[src/rtl/cache_ctrl.sv]
// rtl/cache_ctrl.sv - direct-mapped write-through, no-write-allocate cache controller.
// Optional hit/miss counters are built only when CACHE_STATS_EN is defined.
module cache_ctrl #(
  parameter int TAG_LEN    = 4,
  parameter int INDEX_LEN  = 2,
  parameter int OFFSET_LEN = 2,
  parameter int WORD_S     = 32
) (
  input  logic                                      clk,
  input  logic                                      reset,
  input  logic                                      cpu_req,
  input  logic                                      cpu_write,
  input  logic [TAG_LEN+INDEX_LEN+OFFSET_LEN-1:0]   cpu_addr,
  input  logic [WORD_S-1:0]                         cpu_wdata,
  output logic [WORD_S-1:0]                         cpu_rdata,
  output logic                                      cpu_ready,
  output logic                                      mem_req,
  output logic                                      mem_write,
  output logic [TAG_LEN+INDEX_LEN+OFFSET_LEN-1:0]   mem_addr,
  output logic [WORD_S-1:0]                         mem_wdata,
  input  logic [WORD_S*(2**OFFSET_LEN)-1:0]         mem_rdata,
  input  logic                                      mem_ack
`ifdef CACHE_STATS_EN
  ,
  output logic [31:0]                               hit_count,
  output logic [31:0]                               miss_count
`endif
);

  localparam int LINES  = 2**INDEX_LEN;
  localparam int ADDR_W = TAG_LEN + INDEX_LEN + OFFSET_LEN;
  localparam int LINE_W = WORD_S * (2**OFFSET_LEN);

  typedef enum logic [1:0] {IDLE, FILL, WRITE, RESP} state_e;

  state_e                state_q, state_d;
  logic [ADDR_W-1:0]     addr_q;
  logic [WORD_S-1:0]     wdata_q;
  logic [WORD_S-1:0]     rdata_q;
  logic [LINES-1:0]      valid_q;
  logic [TAG_LEN-1:0]    tag_arr_q  [LINES];
  logic [LINE_W-1:0]     data_arr_q [LINES];

  logic [TAG_LEN-1:0]    in_tag, q_tag;
  logic [INDEX_LEN-1:0]  in_idx, q_idx;
  logic [OFFSET_LEN-1:0] in_off, q_off;
  logic                  in_hit, q_hit, accept;

  assign in_tag = cpu_addr[ADDR_W-1 -: TAG_LEN];
  assign in_idx = cpu_addr[OFFSET_LEN +: INDEX_LEN];
  assign in_off = cpu_addr[OFFSET_LEN-1:0];
  assign q_tag  = addr_q[ADDR_W-1 -: TAG_LEN];
  assign q_idx  = addr_q[OFFSET_LEN +: INDEX_LEN];
  assign q_off  = addr_q[OFFSET_LEN-1:0];

  assign in_hit = valid_q[in_idx] && (tag_arr_q[in_idx] == in_tag);
  assign q_hit  = valid_q[q_idx] && (tag_arr_q[q_idx] == q_tag);
  assign accept = (state_q == IDLE) && cpu_req;

  always_comb begin
    state_d   = state_q;
    mem_req   = 1'b0;
    mem_write = 1'b0;
    mem_addr  = '0;
    mem_wdata = '0;
    cpu_ready = 1'b0;
    case (state_q)
      IDLE: begin
        if (cpu_req) begin
          if (cpu_write)   state_d = WRITE;
          else if (in_hit) state_d = RESP;
          else             state_d = FILL;
        end
      end
      FILL: begin
        mem_req  = 1'b1;
        mem_addr = {q_tag, q_idx, {OFFSET_LEN{1'b0}}};
        if (mem_ack) state_d = RESP;
      end
      WRITE: begin
        mem_req   = 1'b1;
        mem_write = 1'b1;
        mem_addr  = addr_q;
        mem_wdata = wdata_q;
        if (mem_ack) state_d = RESP;
      end
      RESP: begin
        cpu_ready = 1'b1;
        state_d   = IDLE;
      end
      default: state_d = IDLE;
    endcase
  end

  assign cpu_rdata = rdata_q;

  always_ff @(posedge clk or posedge reset) begin
    if (reset) begin
      state_q <= IDLE;
      addr_q  <= '0;
      wdata_q <= '0;
      rdata_q <= '0;
      valid_q <= '0;
    end else begin
      state_q <= state_d;
      if (accept) begin
        addr_q  <= cpu_addr;
        wdata_q <= cpu_wdata;
        if (!cpu_write && in_hit)
          rdata_q <= data_arr_q[in_idx][in_off*WORD_S +: WORD_S];
      end
      if ((state_q == FILL) && mem_ack) begin
        valid_q[q_idx] <= 1'b1;
        rdata_q        <= mem_rdata[q_off*WORD_S +: WORD_S];
      end
    end
  end

  // Arrays carry no reset; state_q is forced to IDLE by reset, which blocks any update.
  always_ff @(posedge clk) begin
    if ((state_q == FILL) && mem_ack) begin
      tag_arr_q[q_idx]  <= q_tag;
      data_arr_q[q_idx] <= mem_rdata;
    end else if ((state_q == WRITE) && mem_ack && q_hit) begin
      data_arr_q[q_idx][q_off*WORD_S +: WORD_S] <= wdata_q;
    end
  end

`ifdef CACHE_STATS_EN
  logic [31:0] hit_cnt_q, miss_cnt_q;

  always_ff @(posedge clk or posedge reset) begin
    if (reset) begin
      hit_cnt_q  <= '0;
      miss_cnt_q <= '0;
    end else if (accept && !cpu_write) begin
      if (in_hit) begin
        if (hit_cnt_q != 32'hFFFF_FFFF) hit_cnt_q <= hit_cnt_q + 32'd1;
      end else begin
        if (miss_cnt_q != 32'hFFFF_FFFF) miss_cnt_q <= miss_cnt_q + 32'd1;
      end
    end
  end

  assign hit_count  = hit_cnt_q;
  assign miss_count = miss_cnt_q;
`endif

endmodule

[config.mk]
export PLATFORM = sky130hd
export DESIGN_NAME = cache_ctrl
export DESIGN_NICKNAME = d
export VERILOG_FILES = /design/src/rtl/cache_ctrl.sv
export SDC_FILE = /design/constraint.sdc
export NUM_CORES = 1
export LEC_CHECK = 0
export BUFFER_PORTS_ARGS = -buffer_cell sky130_fd_sc_hd__buf_2
export CORE_MARGIN = 2
export CORE_UTILIZATION = 52
export DETAILED_ROUTE_END_ITERATION = 16
export GPL_TIMING_DRIVEN = 0
export PLACE_DENSITY = 0.7
export SLEW_MARGIN = 40
export SYNTH_ARGS = -nofsm -noshare
export SYNTH_HDL_FRONTEND = slang
export SYNTH_SLANG_ARGS = --single-unit
[constraint.sdc]
create_clock -name clk -period 5.52 [get_ports clk]
set_clock_uncertainty 0.05 [all_clocks]
set_input_delay 1.104 -clock clk [delete_from_list [all_inputs] [get_ports clk]]
set_output_delay 1.104 -clock clk [all_outputs]
set_load 0.02 [all_outputs]
==> impl_metrics.py <==
metrics = {
    "logic_synthesis": {
        "synth_commonest_cells": "edfxtp_1 (528), nand2_1 (230), mux2i_1 (200)",
        "synthTopCellsByArea": "edfxtp_1 (57%), mux4_2 (8.2%), mux2i_1 (7.2%)",
        "async_reset_ff_frac": 0.1287,
        "netlist_instances": 1845,
        "syn_nets": 2028,
        "synth_most_common_cell": "edfxtp_1",
        "syn_area_sq_mm": 0.02790,
        "synth_ff_type": "edfxtp_1",
        "synth_top_area_share": 0.5682,
        "ys_ff_latch": 606,
        "yosys.area.top_type": "edfxtp_1",
        "synth.distinct_cells": 40,
        "ys.warnings.count": 0,
        "syn_avg_cell_area_sq_um": 15.12,
        "synth_edf_count": 528,
        "ys_seq_area_frac": 0.6381,
    },
    "routing": {
        "ant_nets": 0,
        "via_count": 17900,
        "route.detailed.drc": 0,
        "via_per_inst": 6.114,
        "dr.pass1.iters": 5,
        "wl_mm": 81.86,
        "wl_per_cell_um": 27.97,
        "drtIter0Drc": 1945,
    },
    "sta": {
        "hold_viol_final": 0,
        "min_period_ns": 4.532,
        "tightest_slew_ns": 0.9105,
        "rsz0062_at_grt": "false",
        "maxSlewViolCount": 0,
        "setup_viol": 0,
        "max_freq_mhz": 220.7,
        "max-slew-margin-rel": 0.3930,
        "fin_crit_sh": 0.8210,
    },
    "setup_path": {
        "r2r_start": "addr_q[1]",
        "cp_max_fo": 10,
        "cp_num_buf_inv": 4,
        "crit_chain": "clkbuf_1 > clkbuf_1 > inv_1 > ha_1 > nor3b_2 > clkbuf_1 > nand2_1 > mux2i_1",
        "crit_type": "flip-flop to flip-flop",
        "endpoint": "data_arr_q[3][32]",
        "start_kind": "flip-flop",
        "cp.depth": 8,
        "critPathLaunch": "addr_q[1]",
        "required_ns": 5.81,
        "cp-end-kind": "flip-flop",
        "rrSetupSlack_ns": 0.99,
        "crit_slowest_cell": "clkbuf_1",
        "cp_data_arrival_time_ns": 4.82,
        "cpMostUsedCell": "clkbuf_1",
        "max_stage_delay_ns": 0.66,
        "cpLargestDelayFamily": "buffers and inverters",
        "r2r_end": "data_arr_q[3][32]",
        "reg2regPathDepth": 8,
    },
    "floorplanning": {
        "fp-row-count": 84,
        "core_area_sq_mm": 0.05276,
        "die_w_um": 235.7,
        "initial_core_util": 0.5289,
        "dieHeight_um": 235.7,
        "dieArea_sq_mm": 0.05553,
        "io-pin-count": 248,
    },
    "pwr": {
        "p_sw_mw": 4.681,
        "p_leak_nw": 11.84,
        "p_comb_frac": 0.280,
        "clkPwrFrac": 0.292,
        "seqPwrFrac": 0.427,
        "ir_drop_mv": 0.3119,
        "powerDensity_mw_per_mm2": 435.3,
        "swShare": 0.3261,
        "p_int_mw": 9.671,
    },
    "global_route": {
        "grt_pass1_vias": 18320,
        "antenna_found_initial": 1,
        "grt_first_pass_wirelength_mm": 118.7,
        "track_usage": 0.2953,
        "grt_max_degree": 43,
        "grt_overflow": 0,
    },
    "place": {
        "hpwl_mm": 58.69,
        "io_buffers": 244,
        "placed_area_sq_mm": 0.03096,
        "dp.cells": 2818,
        "gp_congestion": 0.8707,
    },
    "final_layout": {
        "fill_cells": 3876,
        "drive_gt1_frac": 0.3140,
        "syn_to_final_growth_pct": 18.15,
        "seqCellArea_sq_mm": 0.01781,
        "finalInstanceArea_sq_mm": 0.03297,
        "antennaDiodeCount": 0,
        "nets": 2376,
        "multi_input_area_sq_mm": 0.009047,
        "final_cells": 2927,
    },
    "clock_network": {
        "cts_sinks": 606,
        "cts_resized": 0,
        "post_cts_buffers": 0,
        "ctsHoldBuffers": 0,
        "clk_pin_slew_worst_paths_ns": 0.06,
        "htree_levels": 2,
        "root_buffer": "clkbuf_16",
        "cts_tree": "yes",
        "clockBufferDepth": 3,
        "cts_inserted_buffers": 61,
        "insertion_delay_ns": 0.63,
    },
    "min_path": {
        "hold_class": "primary input to asynchronous set/reset pin",
    },
    "run": {
        "maxCapViolCount": 0,
    },
    "outcome": {
        "status": "finished clean",
    },
}
==> flip-flops by register name, summed over array words and instances (netlist names) <==
name        count
cpu_rdata      32
tag_arr_q      16
valid_q         4
addr_q          8
state_q         2
data_arr_q    512
wdata_q        32
==> worst min path at each step <==
stage / cells after the start / from / end
finish: 2 / reset / addr_q[7]
global route: 2 / reset / addr_q[7]
CTS: 2 / reset / addr_q[7]
detailed placement: 1 / valid_q[1] / valid_q[1]
global placement: 1 / valid_q[3] / valid_q[3]
floorplan: 1 / valid_q[3] / valid_q[3]
==> worst register-to-register path, cell delays in order (launching register included) <==
cell and delay [ns]:
dfrtp_1 0.39, clkbuf_1 0.60, clkbuf_1 0.66, inv_1 0.20, ha_1 0.43, nor3b_2 0.62, clkbuf_1 0.62, nand2_1 0.12
mux2i_1 0.55
==> routing by layer <==
layer,share of wire,global-route usage
met5,0.00012,0
met4,0.041,0.1332
met3,0.086,0.04866
met2,0.48,0.4837
met1,0.39,0.3911
==> through the flow <==
step	TNS, ns	power (mW)	worst slack, ns	hold WS [ns]	utilization
after global routing	0	14.82	0.8977	0.4372	0.6249
after floorplan	0	8.440	1.443	0.4067	-
after CTS	0	14.36	1.169	0.4177	0.6248
after detailed placement	0	10.20	1.218	0.4282	0.5868
final	0	14.35	0.9880	0.4085	0.6249
after global placement	-278.14	9.880	-1.031	0.4258	0.5683
==> power groups by stage <==
| stage | combinational, mW | clock [mW] | sequential [mW] |
|---|---|---|---|
| CTS | 4.01 | 4.23 | 6.12 |
| global placement | 3.65 | 0 | 6.23 |
| floorplan | 2.22 | 0 | 6.22 |
| global route | 4.23 | 4.39 | 6.19 |
| finish | 4.02 | 4.19 | 6.14 |
| detailed placement | 3.98 | 0 | 6.22 |
==> cells in the final DEF (no fill, tap or decap), types with 10 or more instances in the layout <==
cell | synthesis | final
o31ai_1 | 32 | 32
and2_1 | 41 | 41
buf_12 | 12 | 12
inv_1 | 136 | 135
dfrtp_1 | 78 | 78
clkbuf_16 | 0 | 62
clkbuf_2 | 0 | 14
a41oi_1 | 32 | 32
buf_16 | 0 | 12
nand2b_1 | 35 | 35
a21oi_4 | 0 | 16
mux2_2 | 137 | 137
buf_2 | 30 | 276
buf_8 | 0 | 26
o22ai_1 | 33 | 33
nand2_1 | 230 | 230
a311oi_1 | 32 | 32
edfxtp_1 | 528 | 528
clkinv_1 | 0 | 15
mux4_2 | 101 | 101
clkbuf_1 | 63 | 58
mux2i_1 | 200 | 200
ha_1 | 10 | 10
nor2_1 | 42 | 42
==> area by class of cell <==
| class | count | area share |
|---|---|---|
| buffer | 121 | 0.02304 |
| clock buffer | 71 | 0.04808 |
| clock inverter | 38 | 0.01268 |
| inverter | 136 | 0.01564 |
| multi-input combinational | 982 | 0.2744 |
| sequential | 606 | 0.5401 |
| tap | 688 | 0.02611 |
| timing repair buffer | 285 | 0.05992 |
==> cells by family (layout without fill, tap and decap cells) <==
family / Yosys count / count (layout) / share of synthesized area
AOI/OAI and AO/OA: 154 / 154 / 0.04237
muxes: 438 / 438 / 0.2085
buffers and inverters: 257 / 651 / 0.04479
DFF: 606 / 606 / 0.6381
xor gates and xnor gates: 11 / 11 / 0.003453
and+or+nand+nor: 369 / 369 / 0.05820
adders and majority gates: 10 / 10 / 0.004484
(Power assumes the default switching activity.)
